==> src/rtl/trap_sequencer.sv <==
// Machine-mode trap entry / mret sequencer: picks one trap source, flushes and drains
// the pipeline, pulses the CSR commit, then redirects fetch.
module trap_sequencer #(
    parameter int DRAIN_CYCLES = 2,
    parameter int SYNC_STAGES  = 2
) (
    input  logic        clock,
    input  logic        reset,
    input  logic [2:0]  excValid,
    input  logic [11:0] excCause,
    input  logic [95:0] excTval,
    input  logic [95:0] excPC,
    input  logic [31:0] retirePC,
    input  logic        interrupt,
    input  logic        mstatusMie,
    input  logic        mieMeie,
    input  logic        mretRequest,
    input  logic [31:0] mtvec,
    input  logic [31:0] mepc,
    output logic        flush,
    output logic        stall,
    output logic        trapCommit,
    output logic [3:0]  trapCause,
    output logic        trapInterrupt,
    output logic [31:0] trapTval,
    output logic [31:0] trapPC,
    output logic        mretCommit,
    output logic        redirectValid,
    output logic [31:0] redirectPC,
    output logic        busy
);

    localparam logic [3:0] IRQ_CAUSE = 4'd11;
    localparam int CW = (DRAIN_CYCLES > 1) ? $clog2(DRAIN_CYCLES) : 1;
    localparam logic [CW-1:0] DRAIN_LOAD = CW'(DRAIN_CYCLES - 1);

    typedef enum logic [2:0] {
        IDLE,
        DRAIN,
        COMMIT,
        REDIRECT,
        MRET
    } state_t;

    state_t          stateQ, stateD;
    logic [SYNC_STAGES-1:0] syncQ;
    logic [CW-1:0]   cntQ, cntD;
    logic [3:0]      causeQ, causeD;
    logic [31:0]     tvalQ, tvalD;
    logic [31:0]     pcQ, pcD;
    logic            irqQ, irqD;

    logic            irqSync;
    logic            irqTake;
    logic            excAny;
    logic [3:0]      selCause;
    logic [31:0]     selTval;
    logic [31:0]     selPc;

    always_ff @(posedge clock or negedge reset) begin
        if (!reset) begin
            syncQ <= '0;
        end else begin
            syncQ <= {syncQ[SYNC_STAGES-2:0], interrupt};
        end
    end

    assign irqSync = syncQ[SYNC_STAGES-1];
    assign irqTake = irqSync & mstatusMie & mieMeie;
    assign excAny  = |excValid;

    // Later pipeline stages are older instructions, so memory beats execute beats decode.
    always_comb begin
        selCause = '0;
        selTval  = '0;
        selPc    = '0;
        if (excValid[2]) begin
            selCause = excCause[11:8];
            selTval  = excTval[95:64];
            selPc    = excPC[95:64];
        end else if (excValid[1]) begin
            selCause = excCause[7:4];
            selTval  = excTval[63:32];
            selPc    = excPC[63:32];
        end else if (excValid[0]) begin
            selCause = excCause[3:0];
            selTval  = excTval[31:0];
            selPc    = excPC[31:0];
        end
    end

    always_ff @(posedge clock or negedge reset) begin
        if (!reset) begin
            stateQ <= IDLE;
            cntQ   <= '0;
            causeQ <= '0;
            tvalQ  <= '0;
            pcQ    <= '0;
            irqQ   <= 1'b0;
        end else begin
            stateQ <= stateD;
            cntQ   <= cntD;
            causeQ <= causeD;
            tvalQ  <= tvalD;
            pcQ    <= pcD;
            irqQ   <= irqD;
        end
    end

    always_comb begin
        stateD        = stateQ;
        cntD          = cntQ;
        causeD        = causeQ;
        tvalD         = tvalQ;
        pcD           = pcQ;
        irqD          = irqQ;
        flush         = 1'b0;
        trapCommit    = 1'b0;
        trapCause     = '0;
        trapInterrupt = 1'b0;
        trapTval      = '0;
        trapPC        = '0;
        mretCommit    = 1'b0;
        redirectValid = 1'b0;
        redirectPC    = '0;

        unique case (stateQ)
            IDLE: begin
                if (excAny) begin
                    flush  = 1'b1;
                    stateD = DRAIN;
                    cntD   = DRAIN_LOAD;
                    causeD = selCause;
                    tvalD  = selTval;
                    pcD    = selPc;
                    irqD   = 1'b0;
                end else if (mretRequest) begin
                    flush  = 1'b1;
                    stateD = MRET;
                end else if (irqTake) begin
                    flush  = 1'b1;
                    stateD = DRAIN;
                    cntD   = DRAIN_LOAD;
                    causeD = IRQ_CAUSE;
                    tvalD  = '0;
                    pcD    = retirePC;
                    irqD   = 1'b1;
                end
            end
            DRAIN: begin
                if (cntQ == '0) begin
                    stateD = COMMIT;
                end else begin
                    cntD = cntQ - 1'b1;
                end
            end
            COMMIT: begin
                trapCommit    = 1'b1;
                trapCause     = causeQ;
                trapInterrupt = irqQ;
                trapTval      = tvalQ;
                trapPC        = pcQ;
                stateD        = REDIRECT;
            end
            REDIRECT: begin
                redirectValid = 1'b1;
                redirectPC    = {mtvec[31:2], 2'b00}
                              + (((mtvec[1:0] == 2'b01) && irqQ) ? {26'd0, causeQ, 2'b00} : 32'd0);
                stateD        = IDLE;
            end
            MRET: begin
                mretCommit    = 1'b1;
                redirectValid = 1'b1;
                redirectPC    = mepc;
                stateD        = IDLE;
            end
            default: begin
                stateD = IDLE;
            end
        endcase

        // While reset is held the FSM sits in IDLE, so a pending request must not leak out as a flush.
        if (!reset) begin
            flush = 1'b0;
        end
    end

    assign busy  = (stateQ != IDLE);
    assign stall = busy;

endmodule

==> config.mk <==
export PLATFORM = sky130hd
export DESIGN_NAME = trap_sequencer
export DESIGN_NICKNAME = d
export VERILOG_FILES = /design/src/rtl/trap_sequencer.sv
export SDC_FILE = /design/constraint.sdc
export NUM_CORES = 1
export LEC_CHECK = 0
export BUFFER_PORTS_ARGS = -buffer_cell sky130_fd_sc_hd__buf_2
export CELL_PAD_IN_SITES_DETAIL_PLACEMENT = 1
export CELL_PAD_IN_SITES_GLOBAL_PLACEMENT = 1
export CORE_AREA = 5 5 159 161
export CTS_CLUSTER_DIAMETER = 150
export CTS_CLUSTER_SIZE = 25
export DETAILED_ROUTE_END_ITERATION = 6
export DIE_AREA = 0 0 164 166
export GPL_TIMING_DRIVEN = 0
export HOLD_SLACK_MARGIN = 0.03
export PLACE_DENSITY = 0.69
export SLEW_MARGIN = 5
export SYNTH_ARGS = -nofsm -noshare
export SYNTH_HDL_FRONTEND = slang
export SYNTH_SLANG_ARGS = --single-unit
==> constraint.sdc <==
create_clock -name clock -period 2.8 [get_ports clock]
set_clock_uncertainty 0.2 [all_clocks]
set_input_delay 0.28 -clock clock [delete_from_list [all_inputs] [get_ports clock]]
set_output_delay 0.28 -clock clock [all_outputs]
set_load 0.02 [all_outputs]
After elaboration in Yosys (flattened, before gate mapping)

Cells that the tools add are included.
Widths: inputs -> output; s select.

Register bits: 75
Input bits: 309
Output and inout port bits: 107
Logic and storage cells: 74

Add/subtract/negate cells: 2
Eq/ne operators: 10
Muxes and demuxes: 43
Bitwise operators: 2
Reductions and logical operators: 10

Operators with widths:

| kind               | number |
|---|---|
| $mux 32            | 14 |
| $pmux 32 s2        | 1 |
| $add 32x6->32      | 1 |
| $mux 4             | 7 |
| $mux 1             | 14 |
| $mux 3             | 4 |
| $pmux 3 s3         | 1 |
| $eq 3x2->1 const B | 2 |
| $mux 6             | 1 |
| $ne 3x3->1 const B | 2 |
| $reduce_and 3->1   | 2 |
| $ne 4x4->1 const B | 1 |
| $reduce_bool 2->1  | 2 |
| $eq 3x1->1 const B | 1 |
| $eq 3x3->1 const B | 1 |
| $logic_not 3->1    | 1 |
| $reduce_bool 3->1  | 1 |
| $reduce_or 3->1    | 1 |
| $and 1x1->1        | 2 |
| $eq 2x1->1 const B | 1 |
| $ne 2x1->1 const B | 1 |
| $ne 2x2->1 const B | 1 |
| $pmux 1 s2         | 1 |
| $reduce_and 2->1   | 1 |
| 3 further kinds    | 3 |

Longest topological paths before layout

Depth after elaboration: 7
Mapped depth: 10
Depth with buffers taken out: 9

Worst setup path before layout

OpenSTA, ideal clock, no wires.

Path kind: register to output
Start: register irqQ
End: output port redirectPC[28]
Arrival: 2,420 ps
Required time: 2,320 ps
Path slack: -100 ps
Cell stages (with the launch flop): 11
Cells stage by stage: dfrtp_1 > and3b_1 > and2_1 > ha_1 > fa_1 > a211oi_1 > nor2_1 > buf_4 > nand3_1 > xor2_1 > o21ai_0

Word-level cells in the longest chain between the ends: 4

RTL lines:

| item                     | line | source |
|---|---|---|
| start: declaration       | 51   | `logic irqQ, irqD;` |
| start signal: assignment | 106  | `irqQ <= irqD;` |
| $logic_and 1x1->1        | 168  | `+ (((mtvec[1:0] == 2'b01) && irqQ) ? {26'd0, causeQ, 2'b00} : 32'd0);` |
| $mux 6                   | 168  |  |
| $add 32x6->32            | 168  |  |
| $pmux 32 s2              | 127  | `unique case (stateQ)` |
| end: declaration         | 29   | `output logic [31:0] redirectPC,` |

Every way passes these cells.

Worst setup path after layout

Start: register irqQ
End: output port redirectPC[8]

The elaborated chain is that of the path after synthesis.

==> impl_metrics.yaml <==
drt:
  vias: 7215
  viasPerCell: 4.87
  drt_pass1_iterations: 4
  drc: 0
  wl_per_cell_um: 21.2
  ant_nets: 0
  top_layer: "met5"
  dr_wl_met2_mm: 16.4
  wl_met1_mm: 11.6
  first_iter_violations: 279
  totalWireLength_mm: 31.5
  met3_length_mm: 2.33
sta:
  setup_viol: 28
  worst_slack_ns: -0.489
  timing_hold_violations_final: 0
  period_needed_ns: 3.29
  post-route-period-util: 1.17
  max_freq_mhz: 304
  final_max_slew_viol_count: 0
  slew-limit-headroom: 0.503
  worst_slew_pin_slew_ns: 0.746
  rsz0062_at_grt: "yes"
floorplan:
  ios: 416
  fp.dieH_um: 166
  num_rows: 57
  die_w_um: 164
  core_um2: 23800
  start_util: 0.235
  die-area_um2: 27200
placement:
  place_area_um2: 8110
  dp_cells: 1443
  io_buffer_count: 414
  gp_congestion: 0.880
  hpwl_mm: 25.8
grt:
  grt.overflow.total: 0
  grt_pass1_vias: 7828
  grt_max_degree: 46
  grt_pass1_wl_mm: 45.6
  antenna_found_initial: 4
  grt_util_all_layers: 0.220
pwr:
  p_sw_mw: 2.55
  internal_power_mw: 3.43
  irDropWorstVdd_mv: 0.302
  power_frac_comb: 0.494
  clockPowerShare: 0.201
  pwr-share-seq: 0.305
  swShare: 0.427
  leakage_nw: 4.46
  powerDensity_nw_per_um2: 666
synth:
  synth_top_area_share: 0.335
  seq_area_frac_synth: 0.335
  synth-seq-cells: 75
  syn_nets: 1018
  ys_dominant_reg_cell: "dfrtp_1"
  yosysMostFrequentCell: "nand2_1"
  synth_async_sr_flop_share: 1.00
  yosys_warnings: 0
  synthTopCellsByCount: "nand2_1 (111), o21ai_0 (99), and2_1 (75), dfrtp_1 (75), a22oi_1 (58)"
  syn-cell-area_um2: 5600
  synth_enable_flop_cells: 0
  synth_area_leaders: "dfrtp_1 (34%), o21ai_0 (8.8%), and2_1 (8.4%)"
  synthCells: 704
  yosys.cell_types.count: 50
  syn_area_per_cell_um2: 7.95
  synth.largest_area_cell: "dfrtp_1"
clocking:
  insertion_delay_ns: 0.34
  numClockSinks: 75
  cts_htree_levels: 3
  clk_pin_slew_ns: 0.07
  cts_buffer_depth: 2
  numCtsBuffers: 9
  cts_root_buffer: "clkbuf_16"
  cts_tree: "yes"
final_layout:
  nets: 1466
  stdcell_area_um2: 8980
  drive_gt1_frac: 0.462
  synthToLayoutAreaGrowth_pct: 60.4
  stdcell_count: 1482
  fillers: 3046
critical_path:
  crit_fanout: 5
  r2r.worst_path.cells: 6
  crit_path_end_kind: "output port"
  worstPathArrival_ns: 2.81
  timing.rr.end: "pcQ[30]$_DFFE_PN0P_"
  required_ns: 2.32
  path_class: "reg2out"
  worst-r2r-setup-slack_ns: 0.81
  r2r-start: "stateQ[2]$_DFFE_PN0P_"
  cp-start-kind: "flip-flop"
worst_hold_path:
  hp-class: "in2reg"
  hold_depth: 3
  min_to: "pcQ[13]$_DFFE_PN0P_"
  hold_path.startpoint: "retirePC[13]"
run_status:
  violations: "setup timing"
  status: "finished, violations left"
run:
  maxCapViolations: 0
cell type report:
type | count | area [um2] | share of cell area
plain buffers | 66 | 342 | 0.0380
inverters | 3 | 11.3 | 0.00125
multi-input cells | 560 | 3640 | 0.405
repair buffers | 437 | 2410 | 0.268
flip-flops and latches | 75 | 1880 | 0.209
clock inverters | 7 | 75.1 | 0.00836
diodes | 1 | 2.50 | 0.000279
well taps | 324 | 405 | 0.0451
clock buffers | 9 | 225 | 0.0251
state kept, by name, summed over array words and instances, names as in the netlist:
name	flops
tvalQ	32
syncQ	2
cntQ	1
irqQ	1
causeQ	4
pcQ	32
stateQ	3
through the flow:
step	TNS [ns]	utilization	hold slack, ns	setup slack, ns	total power, mW
5_1_grt	-12.37	0.377	0.0418	-0.533	6.41
2_1_floorplan	0	-	-0.216	0.0463	3.47
3_3_place_gp	-4.31	0.339	0.133	-0.499	4.61
6_report	-10.64	0.377	0.0337	-0.489	5.98
3_5_place_dp	-5.13	0.341	0.0645	-0.553	4.69
4_1_cts	-27.39	0.371	0.0306	-0.472	6.01
routing by layer:
layer	vias up	GRT usage
li1	3436	-
met1	3370	0.233
met2	338	0.409
met3	65	0.0556
met4	6	0.0904
met5	-	0
critical path, stage by stage, from the launching register on:
cell,delay (ns)
dfrtp_1,0.39
and3b_2,0.24
buf_6,0.13
and2_4,0.17
fa_2,0.42
a211oi_4,0.31
nor2_4,0.12
buf_6,0.16
nand2_1,0.07
xor2_1,0.19
o21ai_1,0.08
buf_2,0.18
power groups by stage:
stage	clock, mW	sequential, mW	combinational, mW
after floorplan	0	1.73	1.74
after global placement	0	1.82	2.79
after detailed placement	0	1.84	2.85
after CTS	1.23	1.83	2.95
after global routing	1.28	1.89	3.24
final	1.20	1.83	2.96
cells by family after synthesis:
kind of cell | after synthesis | share of synthesized area
compound gates | 256 | 0.302
xor+xnor | 27 | 0.0422
fa+ha+maj | 5 | 0.0125
buf+inv | 69 | 0.0610
flops | 75 | 0.335
simple gates | 272 | 0.247
timing repair:
action	CTS	global route
hold buffers	8	0
endpoints found under the setup margin	97	98
buffers inserted	12	1
pin swaps	16	30
gates cloned	1	0
resized for setup	63	44
hold endpoints to repair	38	0
how the worst max path moves through the flow:
| stage | endpoint | start | slack, ns |
|---|---|---|---|
| finish | redirectPC[8] | irqQ$_DFFE_PN0P_ | -0.49 |
| global route | redirectPC[26] | irqQ$_DFFE_PN0P_ | -0.53 |
| CTS | redirectPC[16] | irqQ$_DFFE_PN0P_ | -0.47 |
| detailed placement | redirectPC[28] | mtvec[1] | -0.55 |
| global placement | redirectPC[28] | mtvec[1] | -0.50 |
| floorplan | redirectPC[12] | irqQ$_DFFE_PN0P_ | 0.05 |
cells in the final DEF, fill, tap and decap left out, drive strengths merged, types with 9 or more instances in the layout:
cell type,n
a21oi,9
a221oi,25
a22o,35
a22oi,58
and2,75
buf,467
clkbuf,37
dfrtp,75
nand2,112
nand3,13
nand4,10
nor2,35
o21ai,112
o22ai,11
xor2,25
No activity file was read; power rests on OpenSTA's default activity.
